### src/rtl/ssg_capture.sv
// ssg_capture: passive reader that rebuilds hex digits from muxed 7-seg lines.
// Optional SSG_CAPTURE_LAST_PATTERN_EN adds last_pattern/last_index outputs.
module ssg_capture #(
  parameter int NUM_DIGITS    = 8,
  parameter int STABLE_CYCLES = 4
) (
  input  logic                    clk,
  input  logic                    reset,
  input  logic [NUM_DIGITS-1:0]   ssg_anode_in,
  input  logic [6:0]              ssg_cathode_in,
  input  logic                    clear_err,
  output logic [4*NUM_DIGITS-1:0] digit_values,
  output logic [NUM_DIGITS-1:0]   digit_valid,
  output logic [NUM_DIGITS-1:0]   digit_blank,
  output logic                    frame_done,
  output logic                    pattern_err,
  output logic                    anode_conflict
`ifdef SSG_CAPTURE_LAST_PATTERN_EN
  ,
  output logic [6:0]              last_pattern,
  output logic [2:0]              last_index
`endif
);

  localparam int IW = (NUM_DIGITS > 1) ? $clog2(NUM_DIGITS) : 1;
  localparam logic [7:0] STABLE = 8'(STABLE_CYCLES);
  localparam logic [6:0] BLANK = 7'b1111111;

  typedef enum logic [1:0] {
    IDLE,
    TRACK,
    LOCKED
  } state_e;

  state_e                  state_q;
  logic [NUM_DIGITS-1:0]   s_an_q;
  logic [NUM_DIGITS-1:0]   prv_an_q;
  logic [6:0]              s_cc_q;
  logic [6:0]              prv_cc_q;
  logic [7:0]              cnt_q;
  logic [7:0]              cnt_d;
  logic [NUM_DIGITS-1:0]   seen_q;
  logic [NUM_DIGITS-1:0]   seen_d;
  logic [4*NUM_DIGITS-1:0] val_q;
  logic [NUM_DIGITS-1:0]   valid_q;
  logic [NUM_DIGITS-1:0]   blank_q;
  logic                    frame_q;
  logic                    perr_q;
  logic                    conf_q;

  logic [3:0]    nz;
  logic          one;
  logic          multi;
  logic          same;
  logic          commit;
  logic [IW-1:0] idx;
  logic [4:0]    dec;
  logic          is_blank;
  logic          illegal;

  always_comb begin
    nz = '0;
    for (int i = 0; i < NUM_DIGITS; i++) begin
      nz = nz + {3'b000, ~s_an_q[i]};
    end
  end

  assign one   = (nz == 4'd1);
  assign multi = (nz > 4'd1);
  assign same  = (s_an_q == prv_an_q) && (s_cc_q == prv_cc_q);

  // prv_* holds the last counted sample, so it is what gets committed
  assign commit = (state_q == TRACK) && (cnt_q == STABLE);

  always_comb begin
    idx = '0;
    for (int i = 0; i < NUM_DIGITS; i++) begin
      if (!prv_an_q[i]) idx = IW'(i);
    end
  end

  always_comb begin
    dec = 5'h00;
    unique case (prv_cc_q)
      7'b0000001: dec = 5'h10;
      7'b1001111: dec = 5'h11;
      7'b0010010: dec = 5'h12;
      7'b0000110: dec = 5'h13;
      7'b1001100: dec = 5'h14;
      7'b0100100: dec = 5'h15;
      7'b0100000: dec = 5'h16;
      7'b0001111: dec = 5'h17;
      7'b0000000: dec = 5'h18;
      7'b0000100: dec = 5'h19;
      7'b0001000: dec = 5'h1A;
      7'b1100000: dec = 5'h1B;
      7'b0110001: dec = 5'h1C;
      7'b1000010: dec = 5'h1D;
      7'b0110000: dec = 5'h1E;
      7'b0111000: dec = 5'h1F;
      default:    dec = 5'h00;
    endcase
  end

  assign is_blank = (prv_cc_q == BLANK);
  assign illegal  = !dec[4] && !is_blank;

  always_comb begin
    cnt_d = 8'd0;
    if (one) begin
      if (!same) cnt_d = 8'd1;
      else if (cnt_q == STABLE) cnt_d = cnt_q;
      else cnt_d = cnt_q + 8'd1;
    end
  end

  always_comb begin
    seen_d = seen_q;
    if (commit) seen_d[idx] = 1'b1;
  end

  always_ff @(posedge clk) begin
    if (reset) begin
      state_q  <= IDLE;
      s_an_q   <= '1;
      prv_an_q <= '1;
      s_cc_q   <= BLANK;
      prv_cc_q <= BLANK;
      cnt_q    <= 8'd0;
      seen_q   <= '0;
      val_q    <= '0;
      valid_q  <= '0;
      blank_q  <= '0;
      frame_q  <= 1'b0;
      perr_q   <= 1'b0;
      conf_q   <= 1'b0;
    end else begin
      s_an_q   <= ssg_anode_in;
      s_cc_q   <= ssg_cathode_in;
      prv_an_q <= s_an_q;
      prv_cc_q <= s_cc_q;
      cnt_q    <= cnt_d;
      conf_q   <= (conf_q & ~clear_err) | multi;
      perr_q   <= (perr_q & ~clear_err) | (commit & illegal);
      frame_q  <= &seen_d;
      seen_q   <= (&seen_d) ? '0 : seen_d;
      unique case (state_q)
        IDLE: begin
          if (one) state_q <= TRACK;
        end
        TRACK: begin
          if (commit) begin
            if (!one) state_q <= IDLE;
            else if (same) state_q <= LOCKED;
            else state_q <= TRACK;
          end else if (!one) begin
            state_q <= IDLE;
          end
        end
        LOCKED: begin
          if (!one) state_q <= IDLE;
          else if (!same) state_q <= TRACK;
        end
        default: state_q <= IDLE;
      endcase
      if (commit) begin
        valid_q[idx] <= dec[4];
        blank_q[idx] <= is_blank;
        if (dec[4]) val_q[{idx, 2'b00} +: 4] <= dec[3:0];
      end
    end
  end

  assign digit_values   = val_q;
  assign digit_valid    = valid_q;
  assign digit_blank    = blank_q;
  assign frame_done     = frame_q;
  assign pattern_err    = perr_q;
  assign anode_conflict = conf_q;

`ifdef SSG_CAPTURE_LAST_PATTERN_EN
  logic [6:0] lpat_q;
  logic [2:0] lidx_q;

  always_ff @(posedge clk) begin
    if (reset) begin
      lpat_q <= BLANK;
      lidx_q <= 3'd0;
    end else if (commit) begin
      lpat_q <= prv_cc_q;
      lidx_q <= 3'(idx);
    end
  end

  assign last_pattern = lpat_q;
  assign last_index   = lidx_q;
`endif

endmodule
### config.mk
export PLATFORM = sky130hd
export DESIGN_NAME = ssg_capture
export DESIGN_NICKNAME = d
export VERILOG_FILES = /design/src/rtl/ssg_capture.sv
export SDC_FILE = /design/constraint.sdc
export NUM_CORES = 1
export LEC_CHECK = 0
export CORE_MARGIN = 4
export CORE_UTILIZATION = 54
export CTS_CLUSTER_DIAMETER = 40
export DETAILED_ROUTE_END_ITERATION = 8
export GPL_TIMING_DRIVEN = 1
export PLACE_DENSITY = 0.8
export SLEW_MARGIN = 10
export SYNTH_ARGS = -nofsm -noshare
export SYNTH_HDL_FRONTEND = slang
export SYNTH_SLANG_ARGS = --single-unit
### constraint.sdc
create_clock -name clk -period 4.88 [get_ports clk]
set_input_delay 1.464 -clock clk [delete_from_list [all_inputs] [get_ports clk]]
set_output_delay 1.464 -clock clk [all_outputs]
set_load 0.01 [all_outputs]
# == After elaboration in Yosys (flattened, before gate mapping) ==
# Cells that the tools add are included.
# classes
reduce_logical,14
muxes,24
eq_ne,26
n_shift,2
order_cmp,3
n_addsub,9
n_bitwise,17
# ops
cell,n
$pmux W5 S16,1
$eq A7 B6 Y1 const B,5
$eq A7 B7 Y1 const B,5
$bwmux W32,1
$shift A4 B7 Y32 const A,1
$shiftx A4 B7 Y32,1
$mux W3,6
$add A4 B1 Y4,4
$bwmux W8,2
$eq A7 B3 Y1 const B,2
$eq A7 B4 Y1 const B,2
$mux W2,7
$not A1 Y1,11
$add A8 B1 Y8 const B,1
$eq A8 B3 Y1 const B,1
$eq A8 B8 Y1,1
$mux W8,1
$or A8 B8 Y8,1
$reduce_and A8 Y1,1
$eq A7 B1 Y1 const B,1
$eq A7 B5 Y1 const B,1
$eq A7 B7 Y1,1
$logic_not A7 Y1,1
$neg A5 Y7,1
other kinds (23),36
# totals
register_bits,99
output_inout_bits,51
elab_cells,109
in_bits,18

# == Depth between registers and ports, before layout ==
# Gate-level depths: netlist of run 1.
# logic_depth
word_depth,15
mapped_depth,12
ltp_nobuf,11

# == Worst setup path after synthesis of run 1 ==
# OpenSTA, ideal clock, no wires.
# synth_path
path_type,register to register
from,register s_an_q[0]
to,register cnt_q[3]
setup_time_ns,0.064
t_arrival_ns,3.398
setup_slack_ns,1.417
period_less_slack_ns,3.463
n_path_buf,0
stages_incl_launch_ff,12
required_time_ns,4.816
cell_sequence,dfxtp_1 -> inv_1 -> fa_1 -> fa_1 -> fa_1 -> ha_1 -> fa_1 -> or2_2 -> a21oi_1 -> nand4bb_1 -> nand2b_1 -> nor2_1
# synth_via
elab_chain_len,11
elab_cells_between_ends,14
classes_between,add/sub (7); eq/ne (2); bitwise (3); reduce/logical (2)
# synth_rtl
item,line_no,source
start: declaration,36,logic [NUM_DIGITS-1:0] s_an_q;
start signal: assignment,138,s_an_q <= ssg_anode_in;
$not A1 Y1,64,"nz = nz + {3'b000, ~s_an_q[i]};"
$add A1 B1 Y2,64,
$add A2 B1 Y3,64,
$add A3 B1 Y4,64,
$add A4 B1 Y4 (4 in a row),64,
$eq A4 B1 Y1,68,assign one = (nz == 4'd1);
$not A1 Y1 (no source line),-,
$reduce_or A3 Y1 (no source line) (*),-,
end signal: assignment,142,cnt_q <= cnt_d;
end: declaration,40,logic [7:0] cnt_q;
# Mark *: on every way between the ends. The rest lies on a longest branch, timed or not.
# A chain may end at the register's enable or synchronous reset.

# == Worst setup path in the final report of run 1 ==
# layout_path
from,register s_an_q[0]
to,register cnt_q[7]
# Same word-level chain as after synthesis.

==> impl_metrics.csv, run 1 <==
group,metric,value,unit
synth,yosysTopAreaCell,"dfxtp_1",
clock_network,insertion_delay,0.38,ns
synth,synth.net_count,530,
synth,yosysUniqueCellTypes,58,
sta,skew,0.01671,ns
route,drt-initial-drc-count,189,
synth,ys_seq_elements,99,
floorplan,die_y,99.43,um
placement,placedCellCount,649,
worst_setup_path,cpMaxStageDelayCell,"fa_1",
worst_setup_path,worst-setup-path-type,"reg -> reg",
worst_setup_path,cp.arrival,4.10,ns
floorplan,ios,69,
clock_network,cts_resized,0,
sta,hold_viol,0,
clock_network,cts.sinks,99,
placement,placed_area,0.005218,mm^2
worst_setup_path,crit_family,"adder cells",
synth,synth_cells,501,
synth,syn_avg_cell_area,9.011,um^2
worst_setup_path,r2r_start,"s_an_q[0]$_SDFF_PP1_",
clock_network,root_buffer,"clkbuf_8",
floorplan,rows,33,
synth,synthTopCellsByArea,"dfxtp_1 44%, mux2i_1 7.3%, nand2_1 4.6%",
sta,final_max_slew_viol_count,0,
power,ir_drop,0.0001925,V
clock_network,cts_buffers,9,
min_path,min_from,"digit_values[6]$_SDFFE_PP0P_",
final_layout,area_growth,19.65,%
clock_network,clockBufferDepth,2,
grt,grt_max_degree,38,
floorplan,initial_utilization,55.22,%
synth,yosys_warnings,0,
grt,overflow,0,
final_layout,num_antenna_cells,0,
job,max_cap_violations,0,
sta,setup_violations,0,
floorplan,die_x,99.43,um
placement,io_buffers,68,
route,dr.pass1.iters,5,
worst_setup_path,required,5.19,ns
synth,seq_area_frac_synth,43.90,%
synth,yosysTopAreaCellShare,43.90,%
placement,post-dp-hpwl,7.506,mm
final_layout,final_cells,665,
final_layout,drive_above_1_share,9.821,%
grt,grt_pass1_vias,3639,
worst_setup_path,crit_top_cell,"fa_1",
sta,slew_headroom,54.53,%
final_layout,nets,584,
sta,fin_crit,3.784,ns
min_path,min_path_type,"reg -> reg",
grt,track_usage,21.22,%
status,outcome,"finished clean",
route,drc_errors,0,
worst_setup_path,path_buf_inv,1,
worst_setup_path,cp_cell_sequence,"inv_1 -> fa_1 -> fa_1 -> fa_1 -> ha_1 -> fa_1 -> or2_2 -> a21oi_1 -> nand4bb_1 -> nand2b_1 -> nor2_1",
clock_network,htree_levels,3,
floorplan,core_region_area,0.008175,mm^2
worst_setup_path,cpPeakStageDelay,0.57,ns
route,ant_nets,0,
route,route.vias.total,3735,
placement,gp_congestion,0.9439,
sta,rsz0062_at_grt,"no",
clock_network,hold_buffers,0,
clock_network,cts_tree,"yes",
sta,period_share,77.54,%
clock_network,cts_setup_buffers,0,
floorplan,die-area,0.009886,mm^2
worst_setup_path,cp_max_fo,5,
route,wire_per_inst,15.17,um
power,leakagePower,2.050,nW
final_layout,final_area,0.005401,mm^2
worst_setup_path,endpoint_kind,"flop",
worst_setup_path,startpoint_type,"flop",
route,via_per_inst,5.617,
synth,syn-cell-area,0.004514,mm^2
grt,grt_pass1_wl,17.02,mm
power,powerDensity,277.5,mW/mm^2
sta,tightest_slew,0.6725,ns
worst_setup_path,crit_start,"s_an_q[0]$_SDFF_PP1_",
synth,postSynth.asyncResetShare,0,%
route,routed_wl,10.09,mm
synth,synth_most_common_cell,"dfxtp_1",
sta,timing.fmax,264.3,MHz
clock_network,path_clk_slew,0.10,ns
sta,tns,0,ns
synth,ys.flop_type,"dfxtp_1",
synth,synth_top_cells_by_count,"99 x dfxtp_1, 55 x nand2_1, 40 x nor2_1, 33 x mux2i_1, 25 x or2_2",
synth,synth_edf_count,0,
grt,antenna_found_initial,0,
[through the flow]
step	hold WS [ns]	total power [W]	util, %	setup slack (ns)
after floorplan	0.4374	0.0009677	-	1.417
after global placement	0.4444	0.001012	63.82	1.280
after detailed placement	0.4489	0.001018	63.82	1.150
after CTS	0.4658	0.001507	66.07	1.093
after global routing	0.4803	0.001560	66.07	0.8353
final	0.4622	0.001499	66.07	1.096
[worst min-delay path, stage by stage, from the launching register on]
cell	delay (ns)
dfxtp_1	0.32
nand2_1	0.05
mux2i_1	0.05
[final cells by class]
class                   instances  area (um^2)
clock inverters                 7        60.06
multi-input cells             356         2342
fillers                       685         2774
clock buffers                   9        123.9
flip-flops and latches         99         1982
well taps                     105        131.4
inverters                      19        71.32
repair buffers                 70        690.7
[cells by family after synthesis]
logic type,after synthesis,share of synthesized area [%]
AO/OA/AOI/OAI,57,8.121
buffers and inverters,46,4.213
multiplexers,34,7.567
adder cells (fa/ha/maj),11,3.714
AND/OR/NAND/NOR,230,27.83
XOR/XNOR,24,4.657
flip-flops,99,43.90
[layer usage]
layer	global-route usage [%]	vias to the layer above	part of all wire, %
li1	-	1842	-
met1	28.06	1732	44
met2	34.09	141	47
met3	3.997	20	6.2
met4	9.034	0	1.8
met5	0	-	0
[report_power, final]
group	switching, W	internal, W	leakage (nW)
logic	0.0000892	0.0000673	1.16
clock network	0.000302	0.000193	0.0844
registers	0.0000220	0.000825	0.805
[cell usage in the layout, fill, tap and decap left out, types with 7 or more instances in the layout]
master / synthesis / final
nor3_1: 14 / 14
nor4_1: 7 / 7
ha_1: 7 / 7
a21oi_1: 23 / 23
inv_1: 18 / 18
a211oi_1: 7 / 7
nand2_1: 55 / 55
nand3_1: 18 / 18
nand4_1: 10 / 10
nor2_1: 40 / 40
xor2_1: 21 / 21
o21ai_0: 8 / 8
dfxtp_1: 99 / 99
mux2i_1: 33 / 33
clkbuf_8: 0 / 9
nor2b_1: 7 / 7
clkdlybuf4s50_1: 0 / 67
or2_2: 25 / 25
and3_1: 7 / 7
and2_1: 7 / 7
nand2b_1: 8 / 8
[flip-flops by register name, indices dropped and copies added (netlist names)]
register,cells
frame_done,1
cnt_q,8
s_an_q,8
s_cc_q,7
digit_blank,8
prv_an_q,8
state_q,2
digit_values,32
anode_conflict,1
pattern_err,1
seen_q,8
digit_valid,8
prv_cc_q,7
[worst paths after layout]
kind,to,slack (ns),cells past startpoint
max reg2reg,cnt_q[7]$_SDFFE_PP0P_,1.10,11
min,digit_values[6]$_SDFFE_PP0P_,0.46,2
min reg2reg,digit_values[6]$_SDFFE_PP0P_,0.46,2
max,cnt_q[7]$_SDFFE_PP0P_,1.10,11
(Power assumes the default switching activity.)
==> run 2, diff against run 1 <==
--- a/config.mk
+++ b/config.mk
@@ -6,11 +6,11 @@
 export NUM_CORES = 1
 export LEC_CHECK = 0
 export CORE_MARGIN = 4
-export CORE_UTILIZATION = 54
+export CORE_UTILIZATION = 49
 export CTS_CLUSTER_DIAMETER = 40
 export DETAILED_ROUTE_END_ITERATION = 8
 export GPL_TIMING_DRIVEN = 1
-export PLACE_DENSITY = 0.8
+export PLACE_DENSITY = 0.76
 export SLEW_MARGIN = 10
 export SYNTH_ARGS = -nofsm -noshare
 export SYNTH_HDL_FRONTEND = slang
==> constraint.sdc (replaced) <==
create_clock -name clk -period 3.3 [get_ports clk]
set_input_delay 0.99 -clock clk [delete_from_list [all_inputs] [get_ports clk]]
set_output_delay 0.99 -clock clk [all_outputs]
set_load 0.01 [all_outputs]
==> impl_metrics.csv, run 2 (same netlist as run 1, synthesis figures left out) <==
group,metric,value,unit
grt,grt_max_degree,28,
floorplan,initial_utilization,51.02,%
sta,tns,0,ns
worst_setup_path,cp.arrival,3.57,ns
placement,io_buffers,68,
grt,antenna_found_initial,0,
clock_network,clockBufferDepth,2,
route,wire_per_inst,15.34,um
final_layout,num_antenna_cells,0,
sta,hold_viol,0,
final_layout,area_growth,23.70,%
min_path,worstHoldPathCells,2,
route,routed_wl,10.46,mm
final_layout,nets,598,
sta,slew_headroom,56.64,%
clock_network,htree_levels,3,
sta,timing.fmax,306.9,MHz
placement,gp_congestion,0.8259,
floorplan,die_y,104.0,um
worst_setup_path,cp_cell_sequence,"inv_2 -> fa_1 -> fa_1 -> fa_1 -> ha_2 -> fa_2 -> or2_4 -> a21oi_4 -> nand4bb_1 -> nand2b_4 -> nor2_1",
floorplan,rows,34,
worst_setup_path,startpoint_type,"flop",
worst_setup_path,r2r_end,"cnt_q[7]$_SDFFE_PP0P_",
worst_setup_path,worstRegToRegCells,11,
final_layout,largest_reg_flops,32,
min_path,min_from,"s_an_q[0]$_SDFF_PP1_",
status,outcome,"finished clean",
grt,track_usage,19.50,%
route,dr.pass1.iters,5,
floorplan,ios,69,
worst_setup_path,endpoint_kind,"flop",
sta,rsz0062_at_grt,"yes",
worst_setup_path,cp_max_fo,5,
final_layout,nFillCells,747,
floorplan,core_region_area,0.008848,mm^2
worst_setup_path,crit_family,"adder cells",
clock_network,cts_tree,"yes",
clock_network,path_clk_slew,0.10,ns
clock_network,root_buffer,"clkbuf_8",
sta,period_share,98.75,%
job,max_cap_violations,0,
final_layout,final_common_cell,"dfxtp_1",
sta,setup_violations,0,
floorplan,die_x,104.0,um
route,ant_nets,0,
sta,fin_crit,3.259,ns
grt,overflow,0,
clock_network,cts.sinks,99,
power,powerDensity,415.1,mW/mm^2
final_layout,layout_common_cells,"96 x dfxtp_1, 67 x clkdlybuf4s50_1, 55 x nand2_1",
worst_setup_path,crit_top_cell,"fa_1",
power,ir_drop,0.0002341,V
sta,final_max_slew_viol_count,0,
min_path,worstHoldEndpoint,"prv_an_q[0]$_SDFF_PP1_",
worst_setup_path,cpMaxStageDelayCell,"fa_1",
worst_setup_path,path_buf_inv,1,
route,drt-initial-drc-count,129,
clock_network,hold_buffers,0,
power,totalPowerFinal,0.002318,W
final_layout,seqCellArea,0.001986,mm^2
worst_setup_path,required,3.61,ns
worst_setup_path,worst-setup-path-type,"reg -> reg",
sta,hold_slack,0.4478,ns
floorplan,die-area,0.01081,mm^2
grt,grt_pass1_vias,3749,
placement,post-dp-hpwl,7.724,mm
sta,skew,0.009063,ns
worst_setup_path,cpPeakStageDelay,0.54,ns
worst_setup_path,r2r_start,"s_an_q[3]$_SDFF_PP1_",
clock_network,cts_buffers,9,
final_layout,multi_input_comb_area,0.002394,mm^2
worst_setup_path,ff2ff_setup_slack,0.04,ns
sta,tightest_slew,0.6413,ns
power,leakagePower,2.144,nW
clock_network,insertion_delay,0.36,ns
route,route.vias.total,3810,
final_layout,drive_above_1_share,14.63,%
route,drc_errors,0,
min_path,min_path_type,"reg -> reg",
grt,grt_pass1_wl,17.63,mm
route,via_per_inst,5.587,
[run 2: cell count changes in the layout (fill, tap and decap cells not counted), moves of 2 or more]
cell and delta:
inv_1 -2, clkinv_2 +2, inv_6 -2, nor2_2 +3
nor2_1 -4, buf_4 +14, dfxtp_2 +3, inv_2 +2
clkinvlp_4 -2, a21oi_1 -2, dfxtp_1 -3
[run 2: layout make-up]
cell class	count	area share, %
clock buffers	10	2.465
clock inverters	6	1.165
inverters	19	1.277
multi-input cells	356	42.86
flip-flops and latches	99	35.56
well taps	108	2.420
repair buffers	84	14.25
[run 2: worst max-delay path by stage]
stage	from	endpoint	slack, ns	cells past startpoint
after floorplan	s_an_q[0]$_SDFF_PP1_	cnt_q[3]$_SDFFE_PP0P_	0.01	11
after global placement	s_an_q[0]$_SDFF_PP1_	cnt_q[6]$_SDFFE_PP0P_	-0.07	11
after detailed placement	s_an_q[0]$_SDFF_PP1_	cnt_q[4]$_SDFFE_PP0P_	-0.20	11
after CTS	s_an_q[3]$_SDFF_PP1_	cnt_q[4]$_SDFFE_PP0P_	-0.03	11
after global routing	s_an_q[3]$_SDFF_PP1_	cnt_q[4]$_SDFFE_PP0P_	-0.1	11
final	s_an_q[3]$_SDFF_PP1_	cnt_q[7]$_SDFFE_PP0P_	0.04	11
[run 2: per-stage QoR]
step,area (um^2),setup slack [ns],util (%),instances
4_1_cts,5555,-0.03095,62.78,681
6_report,5584,0.04123,63.11,682
5_1_grt,5584,-0.09846,63.11,682
3_5_place_dp,5310,-0.1956,60.01,662
2_1_floorplan,4528,0.009842,-,501
3_3_place_gp,5310,-0.06821,60.01,662
[run 2: what timing repair did]
action | CTS | global route
buffers inserted | 3 | 1
pin swaps | 14 | 7
cloned | 0 | 0
hold endpoints to repair | 0 | 0
gates resized for setup | 8 | 7
setup endpoints to repair | 9 | 11
[run 2: power breakdown]
part	switching, W	internal [W]	leakage (nW)
registers	0.0000327	0.00122	0.804
logic	0.000142	0.000129	1.24
clock network	0.000423	0.000371	0.102
total	0.000597	0.00172	2.14
[run 2: worst min-delay path: cells and delay by family, from the launching register on]
| kind | cells | cell delay (ns) |
|---|---|---|
| DFF | 1 | 0.34 |
| and+or+nand+nor | 1 | 0.04 |
| buffers and inverters | 1 | 0.04 |
[run 2: layer usage]
| layer | vias up | wire (um) | global-route usage, % |
|---|---|---|---|
| met5 | - | 0 | 0 |
| met3 | 16 | 566 | 4.159 |
| met2 | 133 | 4911 | 32.31 |
| met1 | 1794 | 4802 | 25.01 |
| met4 | 0 | 180 | 7.123 |
| li1 | 1867 | - | - |
